--- src/rtl/uart_tx_serializer.sv ---
`default_nettype none
//==============================================================================
// Module   : uart_tx_serializer
// Brief    : Pops bytes from the TX FIFO and shifts them out as UART frames,
//            one bit per baud tick.
// Revision : 1.0
//==============================================================================
module uart_tx_serializer #(
    parameter int DATA_BITS  = 8,
    parameter int PARITY_EN  = 0,
    parameter int PARITY_ODD = 0,
    parameter int STOP_BITS  = 1
) (
    input  logic                 clk,
    input  logic                 areset,
    input  logic                 tick,
    input  logic                 fifo_empty,
    input  logic [DATA_BITS-1:0] fifo_data,
    output logic                 fifo_rd_en,
    output logic                 tx,
    output logic                 busy,
    output logic                 tx_done
);

    localparam int c_cnt_w = (DATA_BITS > 1) ? $clog2(DATA_BITS) : 1;
    localparam logic [c_cnt_w-1:0] c_last_bit  = c_cnt_w'(DATA_BITS - 1);
    localparam logic [c_cnt_w-1:0] c_last_stop = c_cnt_w'(STOP_BITS - 1);

    typedef enum logic [2:0] {
        S_IDLE   = 3'd0,
        S_FETCH  = 3'd1,
        S_LOAD   = 3'd2,
        S_START  = 3'd3,
        S_DATA   = 3'd4,
        S_PARITY = 3'd5,
        S_STOP   = 3'd6
    } state_t;

    state_t                 r_state, w_state_nxt;
    logic [DATA_BITS-1:0]   r_shift, w_shift_nxt;
    logic [c_cnt_w-1:0]     r_cnt,   w_cnt_nxt;
    logic                   r_parity, w_parity_nxt;
    logic                   r_tx,     w_tx_nxt;
    logic                   r_rd_en,  w_rd_en_nxt;
    logic                   r_tx_done, w_done_nxt;

    // Frame state only advances on baud ticks; tx_done self-clears every clk.
    always_ff @(posedge clk or posedge areset) begin
        if (areset) begin
            r_state   <= S_IDLE;
            r_shift   <= '0;
            r_cnt     <= '0;
            r_parity  <= 1'b0;
            r_tx      <= 1'b1;
            r_rd_en   <= 1'b0;
            r_tx_done <= 1'b0;
        end else begin
            r_tx_done <= 1'b0;
            if (tick) begin
                r_state   <= w_state_nxt;
                r_shift   <= w_shift_nxt;
                r_cnt     <= w_cnt_nxt;
                r_parity  <= w_parity_nxt;
                r_tx      <= w_tx_nxt;
                r_rd_en   <= w_rd_en_nxt;
                r_tx_done <= w_done_nxt;
            end
        end
    end

    always_comb begin
        w_state_nxt  = r_state;
        w_shift_nxt  = r_shift;
        w_cnt_nxt    = r_cnt;
        w_parity_nxt = r_parity;
        w_tx_nxt     = r_tx;
        w_rd_en_nxt  = r_rd_en;
        w_done_nxt   = 1'b0;
        case (r_state)
            S_IDLE: begin
                w_tx_nxt = 1'b1;
                if (!fifo_empty) begin
                    w_state_nxt = S_FETCH;
                    w_rd_en_nxt = 1'b1;
                end
            end
            S_FETCH: begin
                w_state_nxt = S_LOAD;
                w_rd_en_nxt = 1'b0;
            end
            S_LOAD: begin
                w_shift_nxt  = fifo_data;
                w_parity_nxt = (PARITY_ODD != 0);
                w_tx_nxt     = 1'b0;
                w_state_nxt  = S_START;
            end
            S_START: begin
                w_tx_nxt     = r_shift[0];
                w_shift_nxt  = r_shift >> 1;
                w_parity_nxt = r_parity ^ r_shift[0];
                w_cnt_nxt    = '0;
                w_state_nxt  = S_DATA;
            end
            S_DATA: begin
                // Bit 0 already left in START, so DATA_BITS-1 more bits go out here.
                if (r_cnt != c_last_bit) begin
                    w_cnt_nxt    = r_cnt + 1'b1;
                    w_tx_nxt     = r_shift[0];
                    w_shift_nxt  = r_shift >> 1;
                    w_parity_nxt = r_parity ^ r_shift[0];
                end else if (PARITY_EN != 0) begin
                    w_tx_nxt    = r_parity;
                    w_state_nxt = S_PARITY;
                end else begin
                    w_tx_nxt    = 1'b1;
                    w_cnt_nxt   = '0;
                    w_state_nxt = S_STOP;
                end
            end
            S_PARITY: begin
                w_tx_nxt    = 1'b1;
                w_cnt_nxt   = '0;
                w_state_nxt = S_STOP;
            end
            S_STOP: begin
                w_tx_nxt = 1'b1;
                if (r_cnt == c_last_stop) begin
                    w_done_nxt = 1'b1;
                    w_cnt_nxt  = '0;
                    if (!fifo_empty) begin
                        w_state_nxt = S_FETCH;
                        w_rd_en_nxt = 1'b1;
                    end else begin
                        w_state_nxt = S_IDLE;
                    end
                end else begin
                    w_cnt_nxt = r_cnt + 1'b1;
                end
            end
            default: begin
                w_state_nxt = S_IDLE;
                w_tx_nxt    = 1'b1;
                w_rd_en_nxt = 1'b0;
            end
        endcase
    end

    assign fifo_rd_en = r_rd_en;
    assign tx         = r_tx;
    assign tx_done    = r_tx_done;
    assign busy       = (r_state != S_IDLE);

endmodule
`default_nettype wire

--- config.mk ---
export PLATFORM = sky130hd
export DESIGN_NAME = uart_tx_serializer
export DESIGN_NICKNAME = d
export VERILOG_FILES = /design/src/rtl/uart_tx_serializer.sv
export SDC_FILE = /design/constraint.sdc
export NUM_CORES = 1
export LEC_CHECK = 0
export BUFFER_PORTS_ARGS = -buffer_cell sky130_fd_sc_hd__buf_2
export CAP_MARGIN = 20
export CORE_ASPECT_RATIO = 1.1
export CORE_MARGIN = 2
export CORE_UTILIZATION = 42
export DETAILED_ROUTE_END_ITERATION = 12
export GPL_TIMING_DRIVEN = 0
export SYNTH_ARGS = -nofsm -noshare
export SYNTH_HDL_FRONTEND = slang
export SYNTH_SLANG_ARGS = --single-unit
--- constraint.sdc ---
create_clock -name clk -period 2.2 [get_ports clk]
set_input_delay 0.11 -clock clk [delete_from_list [all_inputs] [get_ports clk]]
set_output_delay 0.11 -clock clk [all_outputs]
set_load 0.03 [all_outputs]
; ---- Yosys cells after proc, flatten, opt, wreduce, memory -nomap -nowiden
; Cells that the tools add are included.
[word_totals]
register_bits = 17
wordCells = 50
[op_classes]
addsub = 1
n_eq_ne = 11
n_mux = 18
bitwise_logic = 2
reduce_logical = 12
[ops]
columns = cell, count
row1 = $pmux W8 S3, 1
row2 = $pmux W3 S7, 1
row3 = $mux W3, 5
row4 = $eq A3 B3 Y1 const B, 3
row5 = $pmux W3 S3, 1
row6 = $reduce_bool A3 Y1, 3
row7 = $mux W8, 1
row8 = $ne A2 B2 Y1 const B, 4
row9 = $mux W1, 7
row10 = $eq A3 B2 Y1 const B, 2
row11 = $logic_not A3 Y1, 2
row12 = $reduce_and A3 Y1, 2
row13 = $pmux W1 S4, 1
row14 = $reduce_and A2 Y1, 2
row15 = $reduce_and A4 Y1, 1
row16 = $reduce_or A4 Y1, 1
row17 = $add A3 B1 Y3 const B, 1
row18 = $eq A3 B1 Y1 const B, 1
row19 = $ne A3 B3 Y1 const B, 1
row20 = $pmux W1 S3, 1
row21 = $not A1 Y1, 2
row22 = $reduce_or A2 Y1, 1

; ---- Depth between registers and ports, before layout
[depth]
ltp_word = 4
depth_mapped = 7

; ---- Least setup slack after synthesis
; OpenSTA, ideal clock, no wires.
[synth_path]
kind = reg2reg
start = register r_cnt[0]
end = register r_shift[0]
t_arrival_ns = 1.443
required_ns = 2.071
slack_ns = 0.628
stages_incl_launch_ff = 8
synth_period_minus_slack_ns = 1.572
cell_sequence = dfrtp_1 > ha_1 > ha_1 > nor4b_2 > o21ai_2 > buf_2 > nand2_1 > o21ai_1
[synth_between]
elab_chain_len = 3
[synth_rtl]
columns = item, line
row1 = "start, declared", 41  ; logic [c_cnt_w-1:0] r_cnt, w_cnt_nxt;
row2 = "start signal, assigned", 62  ; r_cnt <= w_cnt_nxt;
row3 = $ne A3 B3 Y1, 106  ; if (r_cnt != c_last_bit) begin
row4 = $ne A2 B2 Y1 (no line), -
row5 = $reduce_and A3 Y1 (no line), -
row6 = "end signal, assigned", 61  ; r_shift <= w_shift_nxt;
row7 = "end, declared", 40  ; logic [DATA_BITS-1:0] r_shift, w_shift_nxt;
; Every way passes these cells.
; A chain may end at the register's enable or synchronous reset.

; ---- Worst setup path in the final report
[layout_path]
start = register r_cnt[1]
end = register r_shift[6]
; The elaborated chain is that of the path after synthesis.

==> metrics.txt <==
CTS Sinks=17; placed inst area=1040 sq um; critical path class=flop to flop; Seq/Total Area, Yosys=45.5%; R2R setup slack=420 ps; r2r worst-path depth=7; Final min period=1780 ps; Clock Latency Late Sink=300 ps; fin. max-slew vios=0; Yosys cell types=33; Hold Crit Depth=3; CTS Buf Count=3; Fin. Hold Viols=0; Critical R2R Launch=r_cnt[1]$_DFFE_PP0P_; Area growth, synth to finish=15.1%; total grt overflow=0; R2R Path End=r_shift[6]$_DFFE_PP0P_; leakage dissipation=0.547 nW; dpl cells=139; DIE HEIGHT=53.5 um; clk buf depth=2; final wirelength=1770 um; Initial Utilization=45.4%; Vias=742; DIE AREA=2630 sq um; DP HPWL=1320 um; Setup crit end kind=flop; Final nets=132; PwrDens=1370 nW/um^2; # DRC=0; Clock Pin Slew Worst Setup and Hold Paths=90 ps; fin cells=144; number of flops mapped to enable cells by yosys=0; Hold Slack=41.7 ps; I/O Pins=16; final setup fails=0; RSZ-0062 raised after global routing=false; largest net degree at the start of global routing=18; Slew @ Worst Pin=648 ps; core footprint=2060 sq um; drt wl/cell=12.3 um; drt via density=5.15; router iterations before antenna repair=4; fraction of layout cells with a size suffix above 1=25.9%; Synth Instances=97; Worst slew margin=56.8%; gpl congestion=0.804; CP required=2370 ps; Die Width=49.0 um; worst hold path class=input port to flop; initial antenna violation count=0; Peak Freq=0.561 GHz; PostCTS Resize Cnt=0; main flop type after synthesis=dfrtp_1; Root Driver=clkbuf_4; first-pass GRT wire length=3190 um; Seq cells post-synth=17; HP Start=fifo_data[7]; Clock Skews=9.75 ps; GR Util All Layers=16.5%; TritonCTS clock tree=done; overall power=1.47 mW; post-route ant nets=0; Setup crit start kind=flop; Mean Syn Cell Area=9.66 sq um; synth warn=0; crit share post-route=81.1%; Post-Syn Area=937 sq um; fin area=1080 sq um; Arrival @ worst endpoint=1960 ps; Setup TNS=0 ps; Max Cap Violations=0; Crit Path Max Fanout=10; Port Buf Inserts=14; Row Count=17; status=complete, no violations; Hold EP=r_shift[7]$_DFFE_PP0P_; ANT cells=0; synthesized net count=112; H-Tree Depth=1; maximum vdd drop=0.627 mV; Post-synth ARST share=100%; initial drt markers=9; vias in the first global route=755
## sequential cells by signal, indices dropped and copies added (netlist names)
name and flops:
fifo_rd_en 1, r_cnt 3, r_shift 8, r_state 3, tx 1, tx_done 1
## stage by stage
stage                     utilization, %  setup slack [ps]
after global placement              50.5               461
after CTS                           52.3               419
final                               52.3               417
after global routing                52.3               257
after floorplan                        -               628
after detailed placement            50.5               438
## worst max path at each step
stage | from | endpoint | slack, ps | cells after the start
floorplan | r_cnt[0]$_DFFE_PP0P_ | r_shift[0]$_DFFE_PP0P_ | 630 | 7
global placement | r_cnt[1]$_DFFE_PP0P_ | r_shift[3]$_DFFE_PP0P_ | 460 | 7
detailed placement | r_cnt[1]$_DFFE_PP0P_ | r_shift[4]$_DFFE_PP0P_ | 440 | 7
CTS | r_cnt[1]$_DFFE_PP0P_ | r_shift[6]$_DFFE_PP0P_ | 420 | 7
global route | r_cnt[1]$_DFFE_PP0P_ | r_shift[4]$_DFFE_PP0P_ | 260 | 7
finish | r_cnt[1]$_DFFE_PP0P_ | r_shift[6]$_DFFE_PP0P_ | 420 | 7
## cells in the mapped netlist (2+ instances only)
cell | number | share of area, %
o21ai_1 | 12 | 6.4
mux2i_1 | 7 | 7.5
a21oi_1 | 5 | 2.7
buf_2 | 4 | 2.1
inv_1 | 7 | 2.8
nand3_1 | 3 | 1.6
nand2_1 | 12 | 4.8
dfrtp_1 | 16 | 43
nor2_1 | 4 | 1.6
ha_1 | 3 | 4.0
a22o_1 | 2 | 1.9
## cell type report
cell class              count  area (sq um)
flip-flops and latches     17           427
plain buffers               5          25.0
repair buffers             15          80.1
inverters                   7          26.3
clock buffers               4          26.3
multi-input cells          68           459
well taps                  28          35.0
fillers                   200           985
## power by group
part	leakage, nW	internal [mW]	switching, mW
combinational	0.318	0.314	0.434
sequential	0.214	0.454	0.0975
clock	0.0150	0.0707	0.104
total	0.547	0.839	0.636
## layout by cell type, fill, tap and decap left out
cell type / netlist / layout
a31oi_1: 1 / 1
a21oi_1: 5 / 5
dlygate4sd3_1: 0 / 1
mux2_2: 1 / 1
nand3b_1: 1 / 1
o21ai_2: 1 / 1
o21ai_0: 1 / 1
nor4b_1: 1 / 1
xor2_1: 1 / 1
nor2b_1: 1 / 1
nor3_1: 1 / 1
and3b_4: 1 / 1
nand3_1: 3 / 3
or3_1: 1 / 1
nor4b_2: 1 / 1
a21boi_1: 1 / 1
nor2_1: 4 / 4
clkbuf_1: 0 / 1
clkbuf_4: 0 / 3
dfrtp_1: 16 / 16
nor2b_2: 1 / 1
nand2_1: 12 / 12
buf_2: 4 / 18
a21o_1: 1 / 1
o31ai_1: 1 / 1
ha_1: 3 / 3
dfstp_2: 1 / 1
a21oi_4: 1 / 1
maj3_1: 1 / 1
a31o_2: 1 / 1
a22o_1: 2 / 2
inv_1: 7 / 7
mux2i_1: 7 / 7
o21ai_1: 12 / 12
nand2b_1: 1 / 1
clkbuf_2: 1 / 1
## critical path: stages, from the launching register on
cell,delay [ps]
dfrtp_1,410
ha_1,190
ha_1,230
nor4b_2,310
o21ai_2,170
buf_2,220
nand2_1,80
o21ai_1,60
## kinds of logic after synthesis
kind of cell	count (synthesis)	share of synthesized area [%]
flip-flops	17	45.5
adder cells (fa/ha/maj)	4	5.07
buffers and inverters	12	5.47
AO/OA/AOI/OAI	27	18.2
multiplexers	8	8.68
AND/OR/NAND/NOR	28	16.2
XOR/XNOR	1	0.935
## layer usage
metal	wire length (um)	GRT usage (%)	share of wire (%)
met3	66	3.61	3.7
met2	812	29.7	46
met4	44	10.0	2.5
met5	0	0	0
met1	849	18.4	48
## repair_timing
item	4_1_cts	5_1_grt
hold buffers	1	0
buffers inserted	0	0
hold endpoints to repair	16	0
Note: power is estimated with default switching activity, not from simulation.
